**config.mk**
```make
export PLATFORM = sky130hd
export DESIGN_NAME = mem_access_ctrl
export DESIGN_NICKNAME = d
export VERILOG_FILES = /design/src/rtl/cpu_types_pkg.sv /design/src/rtl/mem_access_ctrl.sv
export SDC_FILE = /design/constraint.sdc
export NUM_CORES = 1
export LEC_CHECK = 0
export ABC_CLOCK_PERIOD_IN_PS = 2330
export BUFFER_PORTS_ARGS = -buffer_cell sky130_fd_sc_hd__buf_2
export CAP_MARGIN = 25
export CORE_MARGIN = 4
export CORE_UTILIZATION = 46
export DETAILED_ROUTE_END_ITERATION = 8
export PLACE_DENSITY = 0.8
export SKIP_CTS_REPAIR_TIMING = 1
export SLEW_MARGIN = 40
export SYNTH_ARGS = -nofsm -noshare
export SYNTH_HDL_FRONTEND = slang
export SYNTH_SLANG_ARGS = --single-unit
```
**constraint.sdc**
```tcl
create_clock -name CLK -period 2.33 [get_ports CLK]
set_input_delay 0.1165 -clock CLK [delete_from_list [all_inputs] [get_ports CLK]]
set_output_delay 0.1165 -clock CLK [all_outputs]
set_load 0.1 [all_outputs]
```
**src/rtl/cpu_types_pkg.sv**
```systemverilog
// Shared CPU datapath types: machine word, memory-stage controller state, and
// small helpers used by the memory access controller.
package cpu_types_pkg;

    localparam int WORD_W = 32;
    localparam int PERF_W = 16;

    typedef logic [WORD_W-1:0] word_t;
    typedef logic [PERF_W-1:0] perf_t;

    // Memory-stage controller states; HALTED is only left through reset.
    typedef enum logic [1:0] {
        IDLE   = 2'b00,
        ACCESS = 2'b01,
        DONE   = 2'b10,
        HALTED = 2'b11
    } memstate_t;

    // Clear the byte offset so the cache always sees a word-aligned address.
    function automatic word_t word_align(input word_t a);
        return a & ~word_t'(3);
    endfunction

endpackage

```
**src/rtl/mem_access_ctrl.sv**
```systemverilog
// Memory-stage access controller: accepts one load/store from the EX/MEM
// register, holds the data cache request until dhit, presents the captured
// load word for one DONE cycle, and parks in HALTED after a halt instruction.
module mem_access_ctrl
    import cpu_types_pkg::*;
(
    input  logic  CLK,
    input  logic  nRST,
    input  logic  xmem_valid,
    input  logic  xmem_memread,
    input  logic  xmem_memwrite,
    input  logic  xmem_halt,
    input  word_t xmem_addr,
    input  word_t xmem_store,
    input  logic  flush,
    input  logic  dhit,
    input  word_t dmemload,
    output logic  dmemREN,
    output logic  dmemWEN,
    output word_t dmemaddr,
    output word_t dmemstore,
    output logic  mem_busy,
    output word_t load_data,
    output logic  load_valid,
    output logic  halt_out,
    output perf_t access_cycles
);

    memstate_t state, next_state;

    word_t addr_q;
    word_t store_q;
    logic  is_store_q;
    word_t load_data_q;
    perf_t acc_cnt_q;

    logic  mem_op;
    logic  accept;
    logic  halt_go;

    // Saturating increment: the perf counter sticks at all-ones instead of wrapping.
    function automatic perf_t sat_inc(input perf_t v);
        return (v == '1) ? v : v + perf_t'(1);
    endfunction

    assign mem_op  = xmem_memread | xmem_memwrite;
    assign accept  = (state == IDLE) && xmem_valid && mem_op && !flush;
    // A memory op in the same instruction wins over halt.
    assign halt_go = (state == IDLE) && xmem_valid && xmem_halt && !mem_op && !flush;

    // State register.
    always_ff @(posedge CLK or negedge nRST) begin
        if (!nRST) begin
            state <= IDLE;
        end else begin
            state <= next_state;
        end
    end

    // Next-state decode; flush only matters while deciding to accept in IDLE.
    always_comb begin
        next_state = state;
        case (state)
            IDLE: begin
                if (accept) begin
                    next_state = ACCESS;
                end else if (halt_go) begin
                    next_state = HALTED;
                end
            end
            ACCESS: begin
                if (dhit) begin
                    next_state = DONE;
                end
            end
            DONE:    next_state = IDLE;
            HALTED:  next_state = HALTED;
            default: next_state = IDLE;
        endcase
    end

    // Output decode from state plus the IDLE acceptance term for mem_busy.
    always_comb begin
        dmemREN    = 1'b0;
        dmemWEN    = 1'b0;
        mem_busy   = 1'b0;
        load_valid = 1'b0;
        halt_out   = 1'b0;
        case (state)
            IDLE: begin
                mem_busy = accept;
            end
            ACCESS: begin
                mem_busy = 1'b1;
                dmemREN  = !is_store_q;
                dmemWEN  = is_store_q;
            end
            DONE: begin
                load_valid = !is_store_q;
            end
            HALTED: begin
                halt_out = 1'b1;
            end
            default: begin
                mem_busy = 1'b0;
            end
        endcase
    end

    assign dmemaddr      = addr_q;
    assign dmemstore     = store_q;
    assign load_data     = load_data_q;
    assign access_cycles = acc_cnt_q;

    // Latch the request on acceptance; read+write together is treated as a store.
    always_ff @(posedge CLK or negedge nRST) begin
        if (!nRST) begin
            addr_q     <= '0;
            store_q    <= '0;
            is_store_q <= 1'b0;
        end else if (accept) begin
            addr_q     <= word_align(xmem_addr);
            store_q    <= xmem_store;
            is_store_q <= xmem_memwrite;
        end
    end

    // Capture the cache read word on the completing edge of a load.
    always_ff @(posedge CLK or negedge nRST) begin
        if (!nRST) begin
            load_data_q <= '0;
        end else if ((state == ACCESS) && dhit && !is_store_q) begin
            load_data_q <= dmemload;
        end
    end

    // Count every cycle spent in ACCESS, saturating at the top.
    always_ff @(posedge CLK or negedge nRST) begin
        if (!nRST) begin
            acc_cnt_q <= '0;
        end else if (state == ACCESS) begin
            acc_cnt_q <= sat_inc(acc_cnt_q);
        end
    end

endmodule

```
Yosys cells after proc, flatten, opt, wreduce, memory -nomap -nowiden:

Cells that the tools add are included.

* add/sub/neg operators: 1
* equal/unequal tests: 6
* multiplexer cells: 9
* bitwise gates (word level): 2
* reduce and logical (&&, ||, !) cells: 14

Operators with widths (number)
* $add A16 B1 Y16 const B: 1
* $eq A16 B16 Y1 const B: 1
* $logic_and A1 B1 Y1: 8
* $pmux W2 S4: 1
* $mux W2: 3
* $eq A2 B2 Y1 const B: 2
* $mux W1: 4
* $reduce_and A2 Y1: 2
* $logic_not A1 Y1: 3
* $ne A3 B3 Y1 const B: 1
* $eq A2 B1 Y1 const B: 1
* $logic_not A2 Y1: 1
* $ne A2 B2 Y1 const B: 1
* $pmux W1 S2: 1
* $not A1 Y1: 1
* $or A1 B1 Y1: 1

* bits in registers: 113
* input bits: 104
* output and inout port bits: 117
* word-level logic and storage cells: 38

Longest topological paths before layout:

* word-level depth: 8
* depth in mapped cells: 7
* depth with buffers taken out: 6

Worst setup path after synthesis:

No wires, ideal clock.

* path type: register to register
* start point: register state[1]
* end point: register load_data_q[0], in the netlist load_data[0]
* setup time: 126 ps
* arrival time: 2969 ps
* required time: 2204 ps
* path slack: -764 ps
* cell stages (with the launch flop): 8
* buffers on the path: 1
* clock period less this slack: 3094 ps
* cell sequence: dfrtp_1 inv_1 ha_1 inv_1 nor2_1 nand2_1 buf_1 mux2_2

* cells in the longest elaborated chain, start to end: 3

Ends and longest elaborated chain
* start: declaration: RTL line mem_access_ctrl.sv:29 `memstate_t state, next_state;`
* start signal: assignment: RTL line mem_access_ctrl.sv:56 `state <= next_state;`
* $eq A2 B1 Y1: RTL line mem_access_ctrl.sv:132 `end else if ((state == ACCESS) && dhit && !is_store_q) begin`
* $logic_and A1 B1 Y1 (2 in a row): RTL line mem_access_ctrl.sv:132
* end signal: assignment: RTL line mem_access_ctrl.sv:133 `load_data_q <= dmemload;`
* end: declaration: RTL line mem_access_ctrl.sv:34 `word_t load_data_q;`

Every way passes these cells.
A chain may end at the register's enable or synchronous reset.

Worst setup path in the final report:

* start point: register state[0]
* end point: output mem_busy

* cells in the longest elaborated chain, start to end: 5
* elaborated cells between the ends (all ways): 6
* classes of those cells: eq/ne: 1; mux: 1; reduce/logical: 4

Ends and longest elaborated chain
* $logic_not A2 Y1: RTL line mem_access_ctrl.sv:47, mem_access_ctrl.sv:89
* $logic_and A1 B1 Y1 (3 in a row): RTL line mem_access_ctrl.sv:47 `assign accept = (state == IDLE) && xmem_valid && mem_op && !flush;`
* $pmux W1 S2 (*): RTL line mem_access_ctrl.sv:89 `case (state)`
* end: declaration: RTL line mem_access_ctrl.sv:22 `output logic mem_busy,`

Mark *: on every way between the ends. The rest lies on a longest branch, timed or not.

==> results_dict.tcl <==
set metrics [dict create \
    worstSetupStartpointType "register" \
    die_area_sq_um 11500 \
    crit_cells 6 \
    route.detailed.drc 0 \
    avgSynthCellArea_sq_um 15.1 \
    crit_type "register to primary output" \
    report.final.hold_viol_count 1 \
    yosysWarnings 0 \
    tightest_slew_ps 644 \
    ys_ff_latch 113 \
    cts_tree "yes" \
    finalNonFillerCells 764 \
    r2r_cells 5 \
    hold_depth 3 \
    n_antenna_cell 0 \
    cts.path.max_buffers 2 \
    dp.cells 635 \
    initial_core_util_pct 47.9 \
    drive_above_1_share_pct 58.4 \
    path_buf_inv 2 \
    fin_tns_setup_ps 0 \
    hold_class "input port to register" \
    ys_types 37 \
    dp_hpwl_um 8180 \
    portBuffers 216 \
    antenna_found_initial 0 \
    cp_top_family "simple AND/OR/NAND/NOR gates" \
    worstPathArrival_ps 2070 \
    required_ps 2210 \
    period_share_pct 93.7 \
    reg2reg_slack_ps 270 \
    crit_chain "inv_1, ha_1, and3b_1, o21a_2, or2_2, buf_12" \
    skew_ps 10.3 \
    async_flop_share_pct 100 \
    max_stage_delay_ps 380 \
    gp_congestion 0.745 \
    clock_sinks 113 \
    fillers 536 \
    synth_area_sq_um 4510 \
    antenna_left 0 \
    first_global_vias 3535 \
    end_kind "primary output" \
    seq_area_frac_synth_pct 62.6 \
    synth_edf_count 0 \
    clk_pin_slew_ps 60 \
    grt.total_usage_pct 19.5 \
    die_w_um 107 \
    syn_inst 298 \
    grt_pass1_wl_um 17500 \
    viasPerCell 4.88 \
    maxSlewViolCount 0 \
    max_cap_viol_count 0 \
    fin_crit_ps 2180 \
    grt_max_degree 65 \
    grt_setup_unrepaired "no" \
    grt_overflow_total 0 \
    slew_headroom_pct 57.1 \
    clkLatencyLatePin_ps 490 \
    io_pins 221 \
    row_count 35 \
    slowest_stage "dfrtp_1" \
    areaGrowthSynthToFinish_pct 63.1 \
    max_freq_ghz 0.458 \
    cts-root-buf "clkbuf_8" \
    critPathMaxFanout 5 \
    wl_um 13100 \
    cts-buffers-inserted 17 \
    wl_per_cell_um 17.1 \
    htreeDepth 4 \
    status "complete, but fails checks" \
    violations "negative hold slack" \
    firstDrtPassIters 4 \
    core_area_sq_um 9420 \
    final_util_pct 78.2 \
    finalNetCount 732 \
    die_height_um 107 \
    drt_iter0_drc 117 \
    synth_flop_cell "dfrtp_1" \
    holdWs_ps -10.9 \
    num_vias 3731 \
    setup_violations 0 \
]
==> per-stage QoR <==
stage / hold slack, ps / cell area, sq um / setup WS (ps)
6_report: -10.9 / 7360 / 147
5_1_grt: 17.9 / 7360 / 61.0
4_1_cts: -355 / 6390 / 114
3_5_place_dp: 184 / 5800 / 342
3_3_place_gp: 169 / 5800 / 380
2_1_floorplan: -179 / 4540 / 1.43
==> cells in the mapped netlist (all sizes together) (2+ instances only) <==
cell type	n	area (sq um)
nand2	7	33.8
nor3	4	20.0
and3	4	26.3
ha	6	75.1
mux2i	2	20.0
buf	14	71.3
nand3	9	50.1
nand4	5	31.3
xor2	4	35.0
nor2	5	18.8
dfrtp	113	2830
xnor2	8	70.1
mux2	96	1080
inv	3	11.3
o21a	2	15.0
==> state kept, by name, indices dropped and copies added, names as in the netlist <==
register,count
is_store_q,1
state,2
access_cycles,16
dmemstore,32
dmemaddr,30
load_data,32
==> routing by layer <==
layer | GRT usage [%] | up-vias | share of wire (%)
li1 | - | 1706 | -
met1 | 21.4 | 1862 | 37
met2 | 34.5 | 143 | 55
met3 | 7.47 | 20 | 6.8
met4 | 6.30 | 0 | 1.7
met5 | 0 | - | 0
==> layout make-up <==
cell class / count / area, sq um / share of cell area (%)
inverters: 3 / 11.3 / 0.153
well taps: 129 / 161 / 2.19
flip-flops and latches: 113 / 2850 / 38.7
repair buffers: 318 / 2130 / 29.0
clock buffers: 18 / 428 / 5.81
multi-input cells: 169 / 1620 / 22.0
clock inverters: 14 / 165 / 2.24
==> final timing paths <==
kind / start / endpoint
max: state[0]$_DFFE_PN0P_ / mem_busy
min reg2reg: access_cycles[15]$_DFFE_PN0P_ / access_cycles[15]$_DFFE_PN0P_
min: dhit / state[0]$_DFFE_PN0P_
max in group asynchronous: nRST / dmemaddr[25]$_DFFE_PN0P_
max reg2reg: access_cycles[0]$_DFFE_PN0P_ / access_cycles[1]$_DFFE_PN0P_
min in group asynchronous: nRST / dmemaddr[12]$_DFFE_PN0P_
==> worst reg2reg max path: stages (launching register included) <==
cell	delay, ps
dfrtp_2	390
ha_1	240
nand4_1	160
or4b_1	680
nand2_4	150
mux2_1	320
==> kinds of logic (layout without fill, tap and decap cells) <==
group | Yosys count | after routing | share of synthesized area [%]
buf+inv | 17 | 353 | 1.83
mux | 98 | 98 | 24.4
flops | 113 | 113 | 62.6
xor+xnor | 12 | 12 | 2.33
compound gates | 8 | 8 | 1.30
other cells | 1 | 2 | 0.0831
fa+ha+maj | 6 | 6 | 1.66
simple gates | 43 | 43 | 5.77
==> layout by cell type (no fill, tap or decap), types with 5 or more instances in the layout <==
cell           Yosys  layout
clkbuf_16          0      16
nand3_1            8       8
mux2_2            95      95
xnor2_1            8       8
clkinvlp_4         0       5
dfrtp_2            0      15
dlygate4sd3_1      0      97
buf_2              9     214
nand2_1            6       6
nand4_1            5       5
dfrtp_1          113      98
ha_1               6       6
Power is not shown: default switching activity piles up to over one toggle a cycle in this logic, so the estimate is an artifact.
